## src/rtl/can_pkg.sv

```systemverilog
`default_nettype none
// ============================================================================
//  Module   : can_pkg
//  Purpose  : Shared CAN frame definitions (states, field lengths, CRC-15)
//             used by both the receive and transmit sides of the node.
//  Revision : 1.0 - initial release
// ============================================================================
package can_pkg;

  // Frame parser states, in bus order
  typedef enum logic [2:0] {
    ST_IDLE = 3'd0,
    ST_ID   = 3'd1,
    ST_CTRL = 3'd2,
    ST_DLC  = 3'd3,
    ST_DATA = 3'd4,
    ST_CRC  = 3'd5,
    ST_TAIL = 3'd6,
    ST_EOF  = 3'd7
  } can_state_e;

  // Field lengths in bits, sized to match the 7-bit field counter
  localparam logic [6:0] c_ID_LEN   = 7'd11;
  localparam logic [6:0] c_CTRL_LEN = 7'd2;
  localparam logic [6:0] c_DLC_LEN  = 7'd4;
  localparam logic [6:0] c_CRC_LEN  = 7'd15;
  localparam logic [6:0] c_TAIL_LEN = 7'd3;
  localparam logic [6:0] c_EOF_LEN  = 7'd7;

  // Tail bits, transmitted MSB first
  localparam logic [2:0]  c_TAIL_PATTERN = 3'b101;
  localparam logic [14:0] c_CRC15_POLY   = 15'h4599;

  // Error codes reported alongside the error pulse
  localparam logic [2:0] c_ERR_NONE = 3'd0;
  localparam logic [2:0] c_ERR_FORM = 3'd1;
  localparam logic [2:0] c_ERR_CRC  = 3'd2;
  localparam logic [2:0] c_ERR_BUS  = 3'd3;

  // One serial step of the CRC-15 LFSR
  function automatic logic [14:0] crc15_step(input logic [14:0] crc, input logic bit_in);
    return {crc[13:0], 1'b0} ^ ((bit_in ^ crc[14]) ? c_CRC15_POLY : 15'd0);
  endfunction

endpackage
`default_nettype wire

```

## src/rtl/can_crc15.sv

```systemverilog
`default_nettype none
// ============================================================================
//  Module   : can_crc15
//  Purpose  : Serial CRC-15 LFSR, one bit per enabled clock; clr wins over en.
//  Revision : 1.0 - initial release
// ============================================================================
module can_crc15
  import can_pkg::*;
(
  input  logic        clk,
  input  logic        clr,
  input  logic        en,
  input  logic        bit_in,
  output logic [14:0] crc
);

  // Advance the LFSR on each enabled bit, restart from zero on clear
  always_ff @(posedge clk) begin
    if (clr) begin
      crc <= 15'd0;
    end else if (en) begin
      crc <= crc15_step(crc, bit_in);
    end
  end

endmodule
`default_nettype wire

```

## src/rtl/can_frame_rx.sv

```systemverilog
`default_nettype none
// ============================================================================
//  Module   : can_frame_rx
//  Purpose  : CAN receive parser: decodes the differential bus, parses
//             standard frames, checks CRC-15 and offers frames on a
//             valid/ready port with form/CRC/bus error and overrun reporting.
//  Revision : 1.0 - initial release
// ============================================================================
module can_frame_rx
  import can_pkg::*;
#(
  parameter bit CHECK_CRC      = 1'b0,
  parameter int IDLE_RECESSIVE = 1,
  parameter int MAX_BYTES      = 8
) (
  input  logic        can_clk,
  input  logic        reset,
  input  logic        can_hi_in,
  input  logic        can_lo_in,
  output logic        rx_valid,
  input  logic        rx_ready,
  output logic [10:0] rx_id,
  output logic [3:0]  rx_dlc,
  output logic [63:0] rx_data,
  output logic [14:0] rx_crc,
  output logic        rx_err,
  output logic [2:0]  rx_err_code,
  output logic        rx_overrun,
  output logic        rx_busy
);

  localparam logic [7:0] c_IDLE_REC  = 8'(IDLE_RECESSIVE);
  localparam logic [3:0] c_MAX_BYTES = 4'(MAX_BYTES);

  can_state_e  r_state, w_state_next;
  logic [6:0]  r_cnt, w_cnt_next;
  logic [7:0]  r_rec_cnt, w_rec_next;
  logic [10:0] r_id;
  logic [3:0]  r_dlc;
  logic [63:0] r_data;
  logic [14:0] r_crc_rx;
  logic [6:0]  r_data_bits;

  logic        w_dom, w_rec, w_inv, w_bit;
  logic        w_err, w_commit, w_crc_en, w_crc_clr, w_last, w_sof;
  logic [2:0]  w_err_code;
  logic [6:0]  w_len;
  logic [3:0]  w_dlc_full, w_nbytes;
  logic [14:0] w_crc, w_crc_full;
  logic [5:0]  w_data_idx;
  logic        w_tail_exp;

  // Bus level decode: dominant = 0, recessive = 1, equal levels are invalid
  assign w_dom = can_hi_in & ~can_lo_in;
  assign w_rec = ~can_hi_in & can_lo_in;
  assign w_inv = (can_hi_in == can_lo_in);
  assign w_bit = w_rec;

  assign w_dlc_full = {r_dlc[2:0], w_bit};
  assign w_nbytes   = (w_dlc_full > c_MAX_BYTES) ? c_MAX_BYTES : w_dlc_full;
  assign w_crc_full = {r_crc_rx[13:0], w_bit};
  // Byte k lands in [8k+:8]; within a byte the first bit is the MSB
  assign w_data_idx = {r_cnt[5:3], ~r_cnt[2:0]};
  assign w_tail_exp = c_TAIL_PATTERN[2'd2 - r_cnt[1:0]];
  assign w_crc_clr  = reset || (r_state == ST_IDLE);
  assign w_sof      = (r_state == ST_IDLE) && (w_state_next == ST_ID);
  assign w_last     = (r_cnt == w_len - 7'd1);
  assign rx_busy    = (r_state != ST_IDLE);

  can_crc15 u_crc (
    .clk    (can_clk),
    .clr    (w_crc_clr),
    .en     (w_crc_en),
    .bit_in (w_bit),
    .crc    (w_crc)
  );

  // Length of the field currently being received
  always_comb begin
    w_len = 7'd1;
    case (r_state)
      ST_ID:   w_len = c_ID_LEN;
      ST_CTRL: w_len = c_CTRL_LEN;
      ST_DLC:  w_len = c_DLC_LEN;
      ST_DATA: w_len = r_data_bits;
      ST_CRC:  w_len = c_CRC_LEN;
      ST_TAIL: w_len = c_TAIL_LEN;
      ST_EOF:  w_len = c_EOF_LEN;
      default: w_len = 7'd1;
    endcase
  end

  // Next-state, field counter, idle recessive counter and error/commit strobes
  always_comb begin
    w_state_next = r_state;
    w_cnt_next   = r_cnt + 7'd1;
    w_rec_next   = r_rec_cnt;
    w_err        = 1'b0;
    w_err_code   = c_ERR_NONE;
    w_commit     = 1'b0;
    w_crc_en     = 1'b0;
    if (r_state == ST_IDLE) begin
      w_cnt_next = 7'd0;
      if (w_rec) begin
        if (r_rec_cnt != 8'hFF) w_rec_next = r_rec_cnt + 8'd1;
      end else begin
        // Invalid or dominant both break the recessive run
        w_rec_next = 8'd0;
        if (w_dom && (r_rec_cnt >= c_IDLE_REC)) w_state_next = ST_ID;
      end
    end else if (w_inv) begin
      w_err        = 1'b1;
      w_err_code   = c_ERR_BUS;
      w_state_next = ST_IDLE;
      w_rec_next   = 8'd0;
    end else begin
      case (r_state)
        ST_ID: begin
          w_crc_en = 1'b1;
          if (w_last) w_state_next = ST_CTRL;
        end
        ST_CTRL: begin
          w_crc_en = 1'b1;
          if (w_last) w_state_next = ST_DLC;
        end
        ST_DLC: begin
          w_crc_en = 1'b1;
          if (w_last) w_state_next = (w_nbytes == 4'd0) ? ST_CRC : ST_DATA;
        end
        ST_DATA: begin
          w_crc_en = 1'b1;
          if (w_last) w_state_next = ST_CRC;
        end
        ST_CRC: begin
          if (w_last) begin
            if (CHECK_CRC && (w_crc_full != w_crc)) begin
              w_err        = 1'b1;
              w_err_code   = c_ERR_CRC;
              w_state_next = ST_IDLE;
              w_rec_next   = 8'd0;
            end else begin
              w_state_next = ST_TAIL;
            end
          end
        end
        ST_TAIL: begin
          if (w_bit != w_tail_exp) begin
            w_err        = 1'b1;
            w_err_code   = c_ERR_FORM;
            w_state_next = ST_IDLE;
            w_rec_next   = 8'd0;
          end else if (w_last) begin
            w_state_next = ST_EOF;
          end
        end
        ST_EOF: begin
          if (w_dom) begin
            w_err        = 1'b1;
            w_err_code   = c_ERR_FORM;
            w_state_next = ST_IDLE;
            w_rec_next   = 8'd0;
          end else if (w_last) begin
            // The last EOF bit already counts as one recessive idle bit
            w_commit     = 1'b1;
            w_state_next = ST_IDLE;
            w_rec_next   = 8'd1;
          end
        end
        default: w_state_next = ST_IDLE;
      endcase
    end
    if (w_state_next != r_state) w_cnt_next = 7'd0;
  end

  // State, field counter and recessive counter registers
  always_ff @(posedge can_clk) begin
    if (reset) begin
      r_state   <= ST_IDLE;
      r_cnt     <= 7'd0;
      r_rec_cnt <= 8'd0;
    end else begin
      r_state   <= w_state_next;
      r_cnt     <= w_cnt_next;
      r_rec_cnt <= w_rec_next;
    end
  end

  // Shadow field capture; cleared at SOF so unused data bytes read as zero
  always_ff @(posedge can_clk) begin
    if (reset || w_sof) begin
      r_id        <= 11'd0;
      r_dlc       <= 4'd0;
      r_data      <= 64'd0;
      r_crc_rx    <= 15'd0;
      r_data_bits <= 7'd0;
    end else if (!w_inv) begin
      case (r_state)
        ST_ID:   r_id <= {r_id[9:0], w_bit};
        ST_DLC: begin
          r_dlc <= w_dlc_full;
          if (w_last) r_data_bits <= {w_nbytes, 3'b000};
        end
        ST_DATA: r_data[w_data_idx] <= w_bit;
        ST_CRC:  r_crc_rx <= w_crc_full;
        default: ;
      endcase
    end
  end

  // Output port: commit/handshake/overrun handling and the error pulse
  always_ff @(posedge can_clk) begin
    if (reset) begin
      rx_valid    <= 1'b0;
      rx_id       <= 11'd0;
      rx_dlc      <= 4'd0;
      rx_data     <= 64'd0;
      rx_crc      <= 15'd0;
      rx_err      <= 1'b0;
      rx_err_code <= 3'd0;
      rx_overrun  <= 1'b0;
    end else begin
      rx_err      <= w_err;
      rx_err_code <= w_err ? w_err_code : 3'd0;
      if (w_commit && (!rx_valid || rx_ready)) begin
        rx_valid <= 1'b1;
        rx_id    <= r_id;
        rx_dlc   <= r_dlc;
        rx_data  <= r_data;
        rx_crc   <= r_crc_rx;
      end else if (w_commit) begin
        rx_overrun <= 1'b1;
      end else if (rx_valid && rx_ready) begin
        rx_valid <= 1'b0;
      end
    end
  end

endmodule
`default_nettype wire

```

## config.mk

```make
export PLATFORM = sky130hd
export DESIGN_NAME = can_frame_rx
export DESIGN_NICKNAME = d
export VERILOG_FILES = /design/src/rtl/can_pkg.sv /design/src/rtl/can_crc15.sv /design/src/rtl/can_frame_rx.sv
export SDC_FILE = /design/constraint.sdc
export NUM_CORES = 1
export LEC_CHECK = 0
export ABC_AREA = 1
export CAP_MARGIN = 5
export CORE_MARGIN = 10
export CORE_UTILIZATION = 56
export DETAILED_ROUTE_END_ITERATION = 6
export MAX_ROUTING_LAYER = met4
export PLACE_DENSITY = 0.9
export REMOVE_ABC_BUFFERS = 1
export SLEW_MARGIN = 25
export SYNTH_ARGS = -nofsm -noshare
export SYNTH_HDL_FRONTEND = slang
export SYNTH_SLANG_ARGS = --single-unit
```

## constraint.sdc

```tcl
create_clock -name can_clk -period 3.7 [get_ports can_clk]
set_clock_uncertainty 0.15 [all_clocks]
set_input_delay 0.925 -clock can_clk [delete_from_list [all_inputs] [get_ports can_clk]]
set_output_delay 0.925 -clock can_clk [all_outputs]
set_load 0.01 [all_outputs]
```

==> flow_summary.toml, run 1 <==
[sta]
finalMaxSlewViolations = 0
setup_viol = 0
max-slew-margin-rel_pct = 41.7
hold_viol = 0
period_share_pct = 88.6
rsz0062_at_grt = "false"
max_freq_ghz = 0.305
setup_slack_ns = 0.421
min_period_ns = 3.28
tightest_slew_ns = 0.871

[clocking]
insertion_delay_ns = 0.51
cts_max_path_buffers = 3
cts-root-buf = "clkbuf_16"
clkTransAtPathRegs_ns = 0.06
cts_tree = "built"
h-tree-depth = 1
cts_setup_buffers = 0
cts_made_buffers = 22
cts.sink_count = 215
ctsHoldBuffers = 0

[global_route]
grt_use_total_pct = 20.6
grt-ovfl-total = 0
grt_first_pass_wirelength_um = 37800
grt_pass1_vias = 7795
grt_max_degree = 103
antenna_found_initial = 0

[setup_path]
crit_path_end_kind = "register"
rr_startpoint = "r_state[1]$_SDFF_PP0_"
r2r_end = "r_rec_cnt[6]$_SDFFE_PP0P_"
endpoint = "r_rec_cnt[6]$_SDFFE_PP0P_"
rrSetupSlack_ns = 0.42
worstSetupPathType = "register to register"
arrival_ns = 3.52
worstPathMaxFanout = 14
required_ns = 3.94
crit_path_start = "r_state[1]$_SDFF_PP0_"
startpoint_type = "register"
r2r_cells = 19

[floorplanning]
core_mm2 = 0.0165
die_y_um = 149
std_cell_rows = 47
die_x_um = 149
initial_core_util_pct = 56.9
pin_count = 106
dieArea_mm2 = 0.0223

[synth]
syn_area_mm2 = 0.00937
synth_common_cells = "215 x dfxtp_1, 165 x nor2_1, 157 x inv_1, 100 x a21oi_1, 98 x nand2_1"
synth-async-reset-ratio_pct = 0
yosysMostFrequentCell = "dfxtp_1"
synth-edff-count = 0
synth.top_cells.by_area = "dfxtp_1 46%, a211oi_2 12%, nor2_1 6.6%"
synth_seq_area_share_pct = 46.0
synthCells = 1150
ys_types = 37
synth_top_flop_cell = "dfxtp_1"
yosysTopAreaCell = "dfxtp_1"
ys_warn_count = 0
synth_largest_type_area_fraction_pct = 46.0
syn_area_per_cell_um2 = 8.14
ys_ff_latch = 215

[power]
power_density_mw_per_mm2 = 412
leakage_uw = 0.00416
max-vdd-ir-drop_v = 0.000311
total_power_uw = 4670

[drt]
dr_total_vias = 8293
first_pass_iters = 6
wl_per_cell_um = 16.0
drc = 0
drt_iter0_drc = 795
postRouteAntennaNets = 0
viasPerCell = 5.64
totalWireLength_um = 23500

[placement]
io_buffers = 104
dp_hpwl_um = 15100
place_congestion = 0.911
place_ws_ns = 0.269

[layout]
diodes = 0
drive_gt1_share_pct = 13.8
multi_input_area_mm2 = 0.00413
ff_latch_area_mm2 = 0.00430
area_delta_synth_final_pct = 21.1
fillers = 1287
fin_nets = 1248

[run_status]
status = "finished clean"

[job]
drv_cap = 0

[min_path]
hp-class = "register to register"
[placed cells by master, fill, tap and decap left out, types with 4 or more instances in the layout]
cell / n
a211oi_1: 15
a211oi_2: 90
a21oi_1: 100
buf_12: 5
buf_4: 22
clkbuf_1: 6
clkbuf_16: 22
clkdlybuf4s50_1: 103
dfxtp_1: 215
ha_1: 7
inv_1: 157
inv_2: 6
nand2_1: 97
nand3_1: 72
nand3_2: 4
nand4_1: 30
nor2_1: 165
nor3_1: 18
o21ai_0: 68
xor2_1: 5
[worst max-delay path: stages (launching register included)]
cell	delay, ns
dfxtp_1	0.53
inv_2	0.14
nand2_2	0.12
nand2_1	0.06
nor2_1	0.11
ha_1	0.21
inv_1	0.07
nor2_1	0.10
nand2_1	0.08
inv_1	0.08
nand2_1	0.09
nand2_1	0.08
nand2_1	0.06
nor2_2	0.20
nand2_1	0.18
nand3_1	0.12
nand2_1	0.26
o21ai_1	0.35
a21oi_1	0.08
o21a_1	0.11
[final cells by class]
class | count | area share, %
Sequential cell | 215 | 37.9
Multi-Input combinational cell | 702 | 36.4
Timing Repair Buffer | 130 | 11.4
Inverter | 164 | 5.43
Clock buffer | 31 | 5.42
Tap cell | 220 | 2.43
Clock inverter | 8 | 0.971
[state kept, by name (all words and copies together), names as in the netlist]
| name | cells |
|---|---|
| r_data | 64 |
| rx_data | 64 |
| r_crc_rx | 15 |
| rx_crc | 15 |
| r_id | 11 |
| rx_id | 11 |
| r_rec_cnt | 8 |
| r_cnt | 7 |
| r_data_bits | 4 |
| r_dlc | 4 |
| rx_dlc | 4 |
| r_state | 3 |
| rx_err_code | 2 |
| rx_err | 1 |
| rx_overrun | 1 |
| rx_valid | 1 |
[where the power goes]
group          switching, uW  internal [uW]
Sequential              2.25           2320
Combinational            100           27.7
Clock                    918           1310
Total                   1020           3650
[per-layer routing]
layer,part of all wire [%],global-route usage [%],vias to the layer above
met3,8.3,4.34,64
met4,2.5,7.46,0
met2,49,33.6,342
li1,-,-,3994
met1,41,24.7,3893
met5,0,-,-
[worst min path at each step]
stage / slack (ns) / end / cells after the start / from
after floorplan: 0.29 / r_dlc[3]$_SDFFE_PP0P_ / 2 / r_dlc[3]$_SDFFE_PP0P_
after global placement: 0.29 / rx_overrun$_SDFFE_PP0P_ / 2 / rx_overrun$_SDFFE_PP0P_
after detailed placement: 0.30 / rx_overrun$_SDFFE_PP0P_ / 2 / rx_overrun$_SDFFE_PP0P_
after CTS: 0.31 / rx_overrun$_SDFFE_PP0P_ / 2 / rx_overrun$_SDFFE_PP0P_
after global routing: 0.33 / rx_data[27]$_SDFFE_PP0P_ / 2 / rx_data[27]$_SDFFE_PP0P_
final: 0.31 / rx_overrun$_SDFFE_PP0P_ / 2 / rx_overrun$_SDFFE_PP0P_
[through the flow]
| step | setup TNS (ns) | utilization [%] | std cells | hold slack [ns] | instance area (um^2) |
|---|---|---|---|---|---|
| 2_1_floorplan | -368.94 | - | 1081 | 0.291 | 9020 |
| 3_3_place_gp | 0 | 64.4 | 1431 | 0.292 | 10600 |
| 3_5_place_dp | 0 | 64.4 | 1431 | 0.300 | 10600 |
| 4_1_cts | 0 | 68.8 | 1470 | 0.312 | 11300 |
| 5_1_grt | 0 | 68.9 | 1470 | 0.326 | 11300 |
| 6_report | 0 | 68.9 | 1470 | 0.306 | 11300 |
[repair_timing]
action,in CTS,in global routing
setup endpoints to repair,0,1
endpoints found under the hold margin,0,0
resized for setup,0,1
[cells by family after synthesis]
logic type / after synthesis / share of synthesized area (%)
XOR/XNOR: 8 / 0.748
AND/OR/NAND/NOR: 401 / 18.8
flip-flops: 215 / 46.0
other: 1 / 0.0400
adder cells (fa/ha/maj): 8 / 1.07
buffers and inverters: 233 / 10.3
AO/OA/AOI/OAI: 284 / 23.1
No activity file was read; power rests on OpenSTA's default activity.
==> inputs of run 2 (changes only) <==
--- a/config.mk
+++ b/config.mk
@@ -7,8 +7,10 @@
 export LEC_CHECK = 0
 export ABC_AREA = 1
 export CAP_MARGIN = 5
+export CELL_PAD_IN_SITES_DETAIL_PLACEMENT = 0
+export CELL_PAD_IN_SITES_GLOBAL_PLACEMENT = 1
 export CORE_MARGIN = 10
-export CORE_UTILIZATION = 56
+export CORE_UTILIZATION = 42
 export DETAILED_ROUTE_END_ITERATION = 6
 export MAX_ROUTING_LAYER = met4
 export PLACE_DENSITY = 0.9
==> run 2 against run 1 <==
Against the previous run: combinational power about the same; core utilization down 17 points; count of clock-buffer cells in the layout up 3; maximum frequency up 4.3%; design area up 0.95%; largest power group is now clock.
==> flow_summary.toml, run 2 (same netlist as run 1, synthesis figures left out) <==
[floorplanning]
dieArea_mm2 = 0.0287
std_cell_rows = 54
pin_count = 106
die_x_um = 169
die_y_um = 169
core_mm2 = 0.0219
initial_core_util_pct = 42.8

[drt]
totalWireLength_um = 22600
postRouteAntennaNets = 0
wl_per_cell_um = 14.8
viasPerCell = 5.10
dr_total_vias = 7820
first_pass_iters = 5
drt_iter0_drc = 607
drc = 0

[placement]
io_buffers = 104
place_congestion = 0.856
placed_area_mm2 = 0.0107
dp_hpwl_um = 15100
place_ws_ns = 0.396

[setup_path]
crit_path_top_delay_cell = "dfxtp_1"
path_cells = "nand2_1 -> nand3_2 -> inv_1 -> ha_1 -> inv_1 -> nand2_1 -> nand2_1 -> nand2_1 -> nand2_1 -> nand2_1 -> nor2_1 -> nand2_1 -> nor2_4 -> nand2_1 -> nand3_1 -> nand2_1 -> o21ai_1 -> a21oi_1 -> o21a_1"
required_ns = 3.95
max_stage_delay_ns = 0.56
startpoint_type = "register"
arrival_ns = 3.40
cp_top_family = "simple AND/OR/NAND/NOR gates"
worstPathMaxFanout = 11
cp_common_cell = "nand2_1"
crit_path_end_kind = "register"
path_buf_inv = 2
worstSetupPathType = "register to register"

[power]
power_density_mw_per_mm2 = 417
pwr-share-comb_pct = 2.7
p_sw_uw = 1030
p_clk_share_pct = 48.8
leakage_uw = 0.00417
seqPwrFrac_pct = 48.5
max-vdd-ir-drop_v = 0.000291
intPower_uw = 3750
swShare_pct = 21.6

[sta]
period_share_pct = 85.0
setup_viol = 0
rsz0062_at_grt = "false"
tightest_slew_ns = 0.799
min_period_ns = 3.15
setup_slack_ns = 0.554
hold_viol = 0
finalMaxSlewViolations = 0
max-slew-margin-rel_pct = 46.0
max_freq_ghz = 0.318

[clocking]
clkTransAtPathRegs_ns = 0.06
cts_setup_buffers = 0
cts.sink_count = 215
cts-root-buf = "clkbuf_16"
ctsHoldBuffers = 0
cts_max_path_buffers = 3
cts_tree = "built"
h-tree-depth = 1
cts_resized = 0
insertion_delay_ns = 0.51
cts_made_buffers = 24

[run_status]
status = "finished clean"

[job]
drv_cap = 0

[global_route]
grt-ovfl-total = 0
grt_pass1_vias = 7348
grt_use_total_pct = 15.7
grt_first_pass_wirelength_um = 37500
antenna_found_initial = 0
grt_max_degree = 105

[layout]
mostFrequentLayoutCells = "215 x dfxtp_1, 165 x nor2_1, 157 x inv_1"
drive_gt1_share_pct = 14.1
area_delta_synth_final_pct = 22.3
diodes = 0
stdcell_area_mm2 = 0.0115
fin_nets = 1250
reg_top3 = "r_data (64), rx_data (64)"
final_common_cell = "dfxtp_1"

[min_path]
hp-class = "register to register"
run 2: area by class of cell:
cell class | instances | area, um^2
inverter | 164 | 616
sequential | 215 | 4300
tap | 280 | 350
timing repair buffer | 130 | 1280
multi-input combinational | 702 | 4120
clock buffer | 34 | 709
clock inverter | 7 | 72.6
fill | 2097 | 10400
run 2: final timing paths:
| check | cells after the start | start | slack (ns) | end |
|---|---|---|---|---|
| max | 19 | r_state[2]$_SDFF_PP0_ | 0.55 | r_rec_cnt[6]$_SDFFE_PP0P_ |
| min | 2 | rx_overrun$_SDFFE_PP0P_ | 0.31 | rx_overrun$_SDFFE_PP0P_ |
| max reg2reg | 19 | r_state[2]$_SDFF_PP0_ | 0.55 | r_rec_cnt[6]$_SDFFE_PP0P_ |
| min reg2reg | 2 | rx_overrun$_SDFFE_PP0P_ | 0.31 | rx_overrun$_SDFFE_PP0P_ |
run 2: power groups by stage:
stage	logic [uW]	clock network (uW)	registers, uW
floorplan	59.2	0	2370
global placement	128	0	2370
detailed placement	129	0	2370
CTS	129	2390	2320
global route	141	2480	2320
finish	129	2330	2320
run 2: tightest hold or removal path, delay by kind of cell (launching register included):
family	cells	cell delay [ns]
flops	1	0.31
compound gates	1	0.05
buf+inv	1	0.05
run 2: metrics by stage:
step | TNS (ns) | hold slack (ns) | total power [uW] | utilization (%) | cells
after floorplan | -368.94 | 0.291 | 2430 | - | 1081
after global routing | 0 | 0.320 | 4940 | 52.3 | 1532
final | 0 | 0.305 | 4780 | 52.3 | 1532
after global placement | 0 | 0.294 | 2500 | 48.7 | 1491
after detailed placement | 0 | 0.293 | 2500 | 48.7 | 1491
after CTS | 0 | 0.304 | 4830 | 52.3 | 1532
run 2: per-layer routing:
layer | vias up | wire length [um] | track usage [%]
li1 | 4001 | - | -
met2 | 176 | 10500 | 25.0
met1 | 3620 | 10600 | 20.3
met4 | 0 | 314 | 3.38
met3 | 23 | 1280 | 2.85
met5 | - | 0 | -
